File: config.mk
export PLATFORM = sky130hd
export DESIGN_NAME = apb_requester
export DESIGN_NICKNAME = d
export VERILOG_FILES = /design/src/rtl/apb_requester.sv
export SDC_FILE = /design/constraint.sdc
export NUM_CORES = 1
export LEC_CHECK = 0
export CAP_MARGIN = 25
export CORE_AREA = 2 2 110 112
export CTS_CLUSTER_DIAMETER = 120
export DETAILED_ROUTE_END_ITERATION = 10
export DIE_AREA = 0 0 112 114
export PLACE_DENSITY_LB_ADDON = 0.05
export SYNTH_ARGS = -nofsm -noshare
export SYNTH_HDL_FRONTEND = slang
export SYNTH_SLANG_ARGS = --single-unit
File: constraint.sdc
create_clock -name clk -period 1.6 [get_ports clk]
set_input_delay 0.24 -clock clk [delete_from_list [all_inputs] [get_ports clk]]
set_output_delay 0.24 -clock clk [all_outputs]
set_load 0.03 [all_outputs]
File: src/rtl/apb_requester.sv
// apb_requester: converts a valid/ready request/response channel into single
// APB3/APB4 transfers, one outstanding at a time.
//
// Optional feature: define APB_TIMEOUT_EN to bound the ACCESS phase to
// TIMEOUT_CYC cycles. A transfer that hits the bound completes with rsp_err = 1
// and rsp_rdata = 0. Without the macro, ACCESS waits for pready indefinitely.
//
// Ports:
//   clk, rstn                    clock (rising edge), async active-low reset
//   req_valid/req_ready          request handshake
//   req_addr/write/wstrb/wdata   request payload
//   rsp_valid/rsp_ready          response handshake
//   rsp_rdata, rsp_err           response payload (rdata is 0 for writes)
//   psel/penable/pwrite          APB control
//   paddr/pstrb/pwdata           APB address, strobes, write data (registered)
//   prdata/pslverr/pready        APB completer status
module apb_requester #(
    parameter int unsigned TIMEOUT_CYC = 256
) (
    input  logic        clk,
    input  logic        rstn,
    input  logic        req_valid,
    output logic        req_ready,
    input  logic [31:0] req_addr,
    input  logic        req_write,
    input  logic [3:0]  req_wstrb,
    input  logic [31:0] req_wdata,
    output logic        rsp_valid,
    input  logic        rsp_ready,
    output logic [31:0] rsp_rdata,
    output logic        rsp_err,
    output logic        psel,
    output logic        penable,
    output logic        pwrite,
    output logic [31:0] paddr,
    output logic [3:0]  pstrb,
    output logic [31:0] pwdata,
    input  logic [31:0] prdata,
    input  logic        pslverr,
    input  logic        pready
);

    if (TIMEOUT_CYC < 2) begin : g_bad_timeout
        $error("TIMEOUT_CYC must be at least 2");
    end

    typedef enum logic [1:0] {StIdle, StSetup, StAccess, StResp} state_e;

    state_e      state_q, state_d;
    // Holds req_ready low during reset even though the state register is IDLE.
    logic        ready_en_q;
    logic [31:0] addr_q, wdata_q, rdata_q;
    logic [3:0]  strb_q;
    logic        write_q, err_q;

    logic        accept;
    logic        capture;
    logic        cap_err;
    logic [31:0] cap_rdata;

`ifdef APB_TIMEOUT_EN
    localparam int unsigned CntW = $clog2(TIMEOUT_CYC) + 1;
    logic [CntW-1:0] cnt_q;
    logic            timed_out;

    assign timed_out = (cnt_q == CntW'(TIMEOUT_CYC - 1));

    always_ff @(posedge clk or negedge rstn) begin
        if (!rstn) begin
            cnt_q <= '0;
        end else if (state_q == StSetup) begin
            cnt_q <= '0;
        end else if (state_q == StAccess && !pready) begin
            cnt_q <= cnt_q + 1'b1;
        end
    end
`endif

    always_comb begin
        state_d   = state_q;
        req_ready = 1'b0;
        psel      = 1'b0;
        penable   = 1'b0;
        rsp_valid = 1'b0;
        accept    = 1'b0;
        capture   = 1'b0;
        cap_err   = 1'b0;
        cap_rdata = 32'h0;
        unique case (state_q)
            StIdle: begin
                req_ready = ready_en_q;
                if (req_valid && ready_en_q) begin
                    accept  = 1'b1;
                    state_d = StSetup;
                end
            end
            StSetup: begin
                psel    = 1'b1;
                state_d = StAccess;
            end
            StAccess: begin
                psel    = 1'b1;
                penable = 1'b1;
                // pready wins over a timeout landing on the same cycle.
                if (pready) begin
                    capture   = 1'b1;
                    cap_err   = pslverr;
                    cap_rdata = write_q ? 32'h0 : prdata;
                    state_d   = StResp;
                end
`ifdef APB_TIMEOUT_EN
                else if (timed_out) begin
                    capture   = 1'b1;
                    cap_err   = 1'b1;
                    cap_rdata = 32'h0;
                    state_d   = StResp;
                end
`endif
            end
            StResp: begin
                rsp_valid = 1'b1;
                if (rsp_ready) begin
                    state_d = StIdle;
                end
            end
            default: state_d = StIdle;
        endcase
    end

    always_ff @(posedge clk or negedge rstn) begin
        if (!rstn) begin
            state_q    <= StIdle;
            ready_en_q <= 1'b0;
            addr_q     <= 32'h0;
            write_q    <= 1'b0;
            strb_q     <= 4'h0;
            wdata_q    <= 32'h0;
            rdata_q    <= 32'h0;
            err_q      <= 1'b0;
        end else begin
            state_q    <= state_d;
            ready_en_q <= 1'b1;
            if (accept) begin
                addr_q  <= req_addr;
                write_q <= req_write;
                // Reads carry no strobes on APB4.
                strb_q  <= req_write ? req_wstrb : 4'h0;
                wdata_q <= req_wdata;
            end
            if (capture) begin
                rdata_q <= cap_rdata;
                err_q   <= cap_err;
            end
        end
    end

    assign paddr     = addr_q;
    assign pwrite    = write_q;
    assign pstrb     = strb_q;
    assign pwdata    = wdata_q;
    assign rsp_rdata = rdata_q;
    assign rsp_err   = err_q;

endmodule

After elaboration in Yosys (flattened, before gate mapping)
Index checks and enable logic that the tools add are counted.
{"block": "word_totals", "out_inout_bits": 106, "reg_bits": 105, "input_bits": 107}
{"block": "classes", "muxes": 18, "reduce_logical": 4, "eq_ne": 6}
{"operator": "32-bit two-way mux", "n": 3}
{"operator": "1-bit two-way mux", "n": 10}
{"operator": "2-bit one-hot mux with 4 select lines", "n": 1}
{"operator": "2-bit two-way mux", "n": 3}
{"operator": "2-bit inequality test, second input constant", "n": 3}
{"operator": "2-bit == test, second input constant", "n": 2}
{"operator": "4-bit two-way mux", "n": 1}
{"operator": "3-bit AND reduction", "n": 1}
{"operator": "2-bit by 1-bit == test with 1-bit output, second input constant", "n": 1}
{"operator": "2-bit zero test", "n": 1}
{"operator": "2-bit OR reduction", "n": 1}
{"operator": "1-bit logical AND", "n": 1}

Longest topological paths before layout
Gate-level depths: netlist (run 1).
{"block": "logic_depth", "word_depth": 3, "ltp_mapped": 7}

Worst setup path before layout (run 1)
OpenSTA, ideal clock, no wires.
{"block": "synth_path", "kind": "reg-to-reg", "from": "register state_q[0]", "to": "register state_q[1]", "stages_incl_launch_ff": 5, "n_path_buf": 0, "path_slack_ns": -0.116, "synth_period_minus_slack_ns": 1.716, "arrival_ns": 1.591, "setup_ns": 0.125, "cell_sequence": "dfrtp_1 inv_1 ha_1 a222oi_1 mux2_2"}
{"block": "synth_between", "elab_chain_len": 3}
{"element": "start, declared", "line": "49", "text": "state_e state_q, state_d;"}
{"element": "start signal, assigned", "line": "132", "text": "state_q <= StIdle;"}
{"element": "start signal, assigned", "line": "141", "text": "state_q <= state_d;"}
{"element": "2-bit == test or 2-bit zero test (tied branches)", "line": "89", "text": "unique case (state_q)"}
{"element": "2-bit inequality test (no line)"}
{"element": "3-bit AND reduction (no line)"}
Parallel ways exist; a longest one is shown, timed or not.
A chain may end at the register's enable or synchronous reset.

Final worst setup path (run 1)
{"block": "layout_path", "from": "register state_q[1]", "to": "output port req_ready"}
{"block": "layout_between", "elab_chain_len": 2}
{"element": "2-bit zero test", "line": "89"}
{"element": "1-bit two-way mux", "line": "89"}
{"element": "end, declared", "line": "23", "text": "output logic req_ready,"}
Every way passes these cells.

==> flow_metrics.py, run 1 <==
metrics = {
    "synth": {
        "ys_ff_latch": 105,
        "ys_types": 16,
        "avgSynthCellArea_um2": 13.1,
        "synthCells": 313,
        "yosys_warnings": 0,
        "ys_seq_area_share_pct": 64.0,
        "syn_area_um2": 4100,
        "syn_nets": 424,
    },
    "setup_path": {
        "reg2reg_depth": 5,
        "crit_slowest_cell": "dfrtp_1",
        "ff2ff_setup_slack_ns": 0.01,
        "r2r-start": "state_q[1]$_DFFE_PN0P_",
        "required_ns": 1.36,
        "critPathMaxFanout": 3,
        "cp-end-kind": "output port",
        "worstSetupEndpoint": "req_ready",
        "crit_chain": "inv_1, ha_4, and2_1, buf_4",
        "path_class": "reg -> out",
        "cp.arrival_ns": 1.35,
        "r2r_end": "state_q[1]$_DFFE_PN0P_",
        "startpoint_type": "flip-flop",
        "cpPeakStageDelay_ns": 0.40,
        "crit_path_start": "state_q[1]$_DFFE_PN0P_",
    },
    "global_route": {
        "grt_usage_pct": 16.7,
        "grt_pass1_vias": 3333,
        "grt_antenna_before_repair": 0,
        "grt_overflow": 0,
        "grt_max_degree": 106,
        "grt_pass1_wl_um": 16700,
    },
    "route": {
        "drc": 0,
        "drtIter0Drc": 133,
        "drtPass1Iterations": 4,
        "detail-route-antenna-nets": 0,
        "viasPerCell": 4.58,
        "vias": 3156,
        "wirelength_um": 10500,
        "wire_per_inst_um": 15.2,
    },
    "timing": {
        "worst_slack_ns": 0.0113,
        "fin_crit_sh_pct": 99.3,
        "worst_pin_slew_ns": 0.584,
        "fin_skew_ns": 0.00936,
        "finalHoldViolations": 0,
        "rsz0062_at_grt": "true",
        "fin_crit_ns": 1.59,
        "drv_slew": 0,
        "fmax_mhz": 629,
        "finalSetupViolations": 0,
        "slew-limit-headroom_pct": 61.1,
    },
    "finish": {
        "final_layout_size_suffix_gt1_share_pct": 20.7,
        "antennaDiodeCount": 0,
        "nNetsFinal": 648,
        "final_util_pct": 57.9,
        "areaGrowthSynthToFinish_pct": 65.4,
        "nFillCells": 1052,
    },
    "floorplanning": {
        "core_um2": 11700,
        "die_h_um": 114,
        "die_area_um2": 12800,
        "initial_core_util_pct": 35.0,
        "die_x_um": 112,
        "fp-row-count": 40,
        "pin_count": 213,
    },
    "clock_tree": {
        "clkSinkCount": 105,
        "clockBufferDepth": 2,
        "cts_tree": "done",
        "htreeDepth": 3,
        "clk_pin_slew_worst_paths_ns": 0.07,
        "insertion_delay_ns": 0.35,
        "cts_inserted_buffers": 9,
        "root_buffer": "clkbuf_16",
    },
    "pwr": {
        "power_density_nw_per_um2": 2090,
        "leakage_nw": 3.21,
        "ir_drop_uv": 877,
    },
    "run": {
        "maxCapViolCount": 0,
    },
    "placed_design": {
        "io_buffers": 212,
        "pre_cts_ws_ns": -0.137,
        "gp_congestion": 0.719,
        "hpwlAfterDp_um": 7440,
    },
    "worst_hold_path": {
        "min_path_type": "in -> reg",
    },
    "outcome": {
        "status": "finished, final reports clean",
    },
}
stage by stage:
stage / hold WS (ns) / setup TNS, ns / cell area [um^2] / cells / power (mW)
final: 0.451 / 0 / 6790 / 689 / 14.2
after global routing: 0.464 / -0.184 / 6790 / 689 / 15.0
after CTS: 0.440 / -0.00376 / 6750 / 688 / 14.3
after detailed placement: 0.361 / -2.00 / 6500 / 668 / 12.8
after global placement: 0.365 / -0.0632 / 6500 / 668 / 12.7
after floorplan: -0.0556 / 0 / 4120 / 313 / 9.11
worst min-delay path by stage:
stage                             from                         to  slack, ns  cells after the start
after floorplan                   rstn       paddr[0]$_DFFE_PN0P_      -0.06                      0
after global placement            rstn  rsp_rdata[10]$_DFFE_PN0P_       0.37                      2
after detailed placement          rstn  rsp_rdata[10]$_DFFE_PN0P_       0.36                      2
after CTS                 req_wstrb[0]       pstrb[0]$_DFFE_PN0P_       0.44                      3
after global routing      req_wstrb[2]       pstrb[2]$_DFFE_PN0P_       0.46                      3
final                     req_wstrb[0]       pstrb[0]$_DFFE_PN0P_       0.45                      3
cell usage in the layout, fill, tap and decap left out, types with 2 or more instances in the layout:
master / count
o21ai_0: 36
buf_12: 5
mux2_2: 66
inv_6: 2
clkinv_2: 2
clkdlybuf4s50_1: 105
dfrtp_1: 105
buf_6: 4
clkbuf_16: 10
buf_4: 13
dlygate4sd2_1: 100
inv_1: 3
nand2b_1: 32
nand2_1: 41
ha_4: 3
cells by family (layout without fill, tap and decap cells):
family	Yosys count	after routing	share of synthesized area (%)
AOI/OAI and AO/OA	37	37	4.64
and+or+nand+nor	77	77	9.21
DFF	105	105	64.0
buffers and inverters	21	250	2.17
adders and majority gates	4	4	1.22
other	1	1	0.0914
muxes	68	68	18.6
critical path, delay by kind of cell, from the launching register on:
family,cells,cell delay [ns]
and+or+nand+nor,1,0.15
adders and majority gates,1,0.18
DFF,1,0.40
buffers and inverters,2,0.26
sequential cells by signal, indices dropped and copies added (netlist names):
register    count
ready_en_q      1
state_q         2
pwrite          1
pstrb           4
paddr          32
rsp_rdata      32
rsp_err         1
pwdata         32
metal layers:
layer / GRT usage (%) / part of all wire [%]
met3: 6.96 / 10
met4: 7.24 / 1.9
met1: 19.1 / 39
met2: 27.8 / 48
met5: 0 / 0
power by group:
part	internal (mW)	switching [mW]
combinational	2.96	4.42
sequential	3.96	0.585
clock	1.26	0.983
total	8.18	5.99
Yosys cell counts (all sizes together):
| cell type | count | area share (%) |
|---|---|---|
| dfrtp | 105 | 64 |
| conb | 1 | 0.091 |
| clkbuf | 8 | 0.73 |
| inv | 4 | 0.37 |
| nand3 | 1 | 0.24 |
| nand2 | 42 | 3.8 |
| mux2 | 67 | 18 |
| buf | 9 | 1.1 |
| nor2 | 1 | 0.091 |
| and2 | 1 | 0.15 |
| nand2b | 32 | 4.9 |
| a222oi | 1 | 0.24 |
| mux2i | 1 | 0.24 |
| ha | 4 | 1.2 |
| o21ai | 36 | 4.4 |
what timing repair did:
action / 4_1_cts / 5_1_grt
hold endpoints to repair: 27 / 0
pin swaps: 2 / 1
hold buffers: 1 / 0
gates resized for setup: 107 / 3
gates cloned: 0 / 1
setup endpoints to repair: 157 / 25
buffers inserted: 3 / 0
final cells by class:
| type | count | area [um^2] | area share [%] |
|---|---|---|---|
| clock buffer | 10 | 239 | 3.52 |
| clock inverter | 6 | 65.1 | 0.959 |
| inverter | 4 | 15.0 | 0.221 |
| multi-input combinational | 187 | 1440 | 21.2 |
| sequential | 105 | 2630 | 38.7 |
| tap | 147 | 184 | 2.71 |
| timing repair buffer | 230 | 2220 | 32.7 |
Note: power is estimated with default switching activity, not from simulation.
==> run 2: changes to the inputs <==
MAX_ROUTING_LAYER = met4   (was not set)
==> run 2 against run 1 <==
Effect of this change: clock power about the same; utilization increased by 0.096 points; worst setup slack improved by 0.0031 ns; sequential share of layout area decreased by 0.064 points; combinational power barely moved; register-to-register slack about the same; global-route usage up 0.50 points; worst hold slack about the same; largest power group unchanged.
==> flow_metrics.py, run 2 (same netlist as run 1, synthesis figures left out) <==
metrics = {
    "floorplanning": {
        "die_x_um": 112,
        "die_area_um2": 12800,
        "initial_core_util_pct": 35.0,
        "pin_count": 213,
        "die_h_um": 114,
        "fp-row-count": 40,
        "core_um2": 11700,
    },
    "setup_path": {
        "startpoint_type": "flip-flop",
        "crit_slowest_cell": "dfrtp_1",
        "cp-end-kind": "output port",
        "required_ns": 1.36,
        "cp.arrival_ns": 1.35,
        "path_class": "reg -> out",
        "r2r-start": "state_q[1]$_DFFE_PN0P_",
        "r2r_end": "state_q[1]$_DFFE_PN0P_",
        "reg2reg_depth": 5,
        "crit_chain": "inv_1, ha_4, and2_1, buf_4",
        "ff2ff_setup_slack_ns": 0.02,
        "critPathMaxFanout": 3,
        "cpPeakStageDelay_ns": 0.40,
    },
    "finish": {
        "postLayoutCellArea_um2": 6800,
        "nNetsFinal": 649,
        "antennaDiodeCount": 0,
        "final_util_pct": 58.0,
        "final_cell_mix": "105 x clkdlybuf4s50_1, 105 x dfrtp_1, 100 x dlygate4sd2_1",
        "seqCellArea_um2": 2630,
        "multi_input_area_um2": 1440,
        "nFillCells": 1051,
        "areaGrowthSynthToFinish_pct": 65.7,
        "final_layout_size_suffix_gt1_share_pct": 20.8,
    },
    "clock_tree": {
        "clk_pin_slew_worst_paths_ns": 0.07,
        "root_buffer": "clkbuf_16",
        "insertion_delay_ns": 0.35,
        "cts_tree": "done",
        "clkSinkCount": 105,
        "cts_inserted_buffers": 9,
        "htreeDepth": 3,
        "clockBufferDepth": 2,
    },
    "timing": {
        "slew-limit-headroom_pct": 62.3,
        "fin_crit_ns": 1.59,
        "worst_slack_ns": 0.0144,
        "drv_slew": 0,
        "finalHoldViolations": 0,
        "fin_skew_ns": 0.00917,
        "fmax_mhz": 631,
        "worst_pin_slew_ns": 0.565,
        "finalSetupViolations": 0,
        "rsz0062_at_grt": "true",
        "fin_crit_sh_pct": 99.1,
    },
    "global_route": {
        "grt_usage_pct": 17.2,
        "grt_overflow": 0,
        "grt_pass1_wl_um": 16600,
        "grt_max_degree": 106,
        "grt_antenna_before_repair": 0,
        "grt_pass1_vias": 3341,
    },
    "route": {
        "wirelength_um": 10500,
        "drc": 0,
        "drtPass1Iterations": 4,
        "detail-route-antenna-nets": 0,
        "drtIter0Drc": 112,
        "vias": 3143,
        "wire_per_inst_um": 15.3,
        "viasPerCell": 4.56,
    },
    "placed_design": {
        "gp_congestion": 0.728,
        "dpl_cell_area_um2": 6500,
        "pre_cts_ws_ns": -0.137,
        "io_buffers": 212,
        "hpwlAfterDp_um": 7440,
    },
    "outcome": {
        "status": "finished, final reports clean",
    },
    "run": {
        "maxCapViolCount": 0,
    },
    "pwr": {
        "leakage_nw": 3.22,
        "p_total_mw": 14.2,
        "power_density_nw_per_um2": 2090,
        "ir_drop_uv": 873,
    },
    "worst_hold_path": {
        "hold_path_end": "pstrb[0]$_DFFE_PN0P_",
        "hold_depth": 3,
        "hp-start": "req_wstrb[0]",
        "min_path_type": "in -> reg",
    },
}
-- run 2: changes by cell type in the layout (fill, tap and decap cells not counted), sizes merged --
cell,before,now
buf,22,23
-- run 2: what timing repair did --
action,in CTS,in global routing
endpoints found under the setup margin,157,33
pin swaps,2,1
gates resized for setup,107,3
endpoints found under the hold margin,27,0
cloned,0,2
buffers inserted,3,0
hold buffers,1,0
-- run 2: worst max-delay path by stage --
stage | depth (start not counted) | startpoint | slack [ns] | end
after floorplan | 3 | state_q[1]$_DFFE_PN0P_ | 0.04 | state_q[1]$_DFFE_PN0P_
after global placement | 4 | pready | -0.06 | state_q[1]$_DFFE_PN0P_
after detailed placement | 4 | pready | -0.14 | state_q[1]$_DFFE_PN0P_
after CTS | 4 | state_q[1]$_DFFE_PN0P_ | -0.004 | req_ready
after global routing | 6 | state_q[1]$_DFFE_PN0P_ | -0.06 | state_q[0]$_DFFE_PN0P_
final | 4 | state_q[1]$_DFFE_PN0P_ | 0.01 | req_ready
-- run 2: stage by stage --
| stage | instances | hold slack (ns) | setup TNS, ns |
|---|---|---|---|
| after floorplan | 313 | -0.0556 | 0 |
| after global placement | 668 | 0.365 | -0.0632 |
| after detailed placement | 668 | 0.361 | -2.00 |
| after CTS | 688 | 0.440 | -0.00376 |
| after global routing | 690 | 0.461 | -0.260 |
| final | 690 | 0.451 | 0 |
-- run 2: routing by layer --
metal	up-vias	global-route usage, %	wire length, um
met3	13	5.31	877
li1	1494	-	-
met4	0	6.99	177
met1	1512	20.2	4400
met5	-	-	0
met2	124	27.9	5090
-- run 2: layout make-up --
cell class / instances / area share (%)
flip-flops and latches: 105 / 38.7
clock inverters: 6 / 0.957
repair buffers: 231 / 32.8
well taps: 147 / 2.71
clock buffers: 10 / 3.52
inverters: 4 / 0.221
multi-input cells: 187 / 21.2
-- run 2: critical path, delay by kind of cell (launching register included) --
kind	cells	cell delay, ns
flops	1	0.40
buf+inv	2	0.26
fa+ha+maj	1	0.18
simple gates	1	0.15
-- run 2: power by group --
| group | internal (mW) | total, mW | leakage (nW) | switching (mW) |
|---|---|---|---|---|
| Clock | 1.26 | 2.25 | 0.149 | 0.986 |
| Combinational | 2.96 | 7.39 | 1.78 | 4.43 |
| Sequential | 3.96 | 4.54 | 1.29 | 0.585 |
| Total | 8.18 | 14.2 | 3.22 | 6.00 |
==> run 3: changes to the inputs <==
MAX_ROUTING_LAYER = not set   (was met4)
==> results of run 3 <==
Final layout, timing and power as in run 1 (identical DEF).
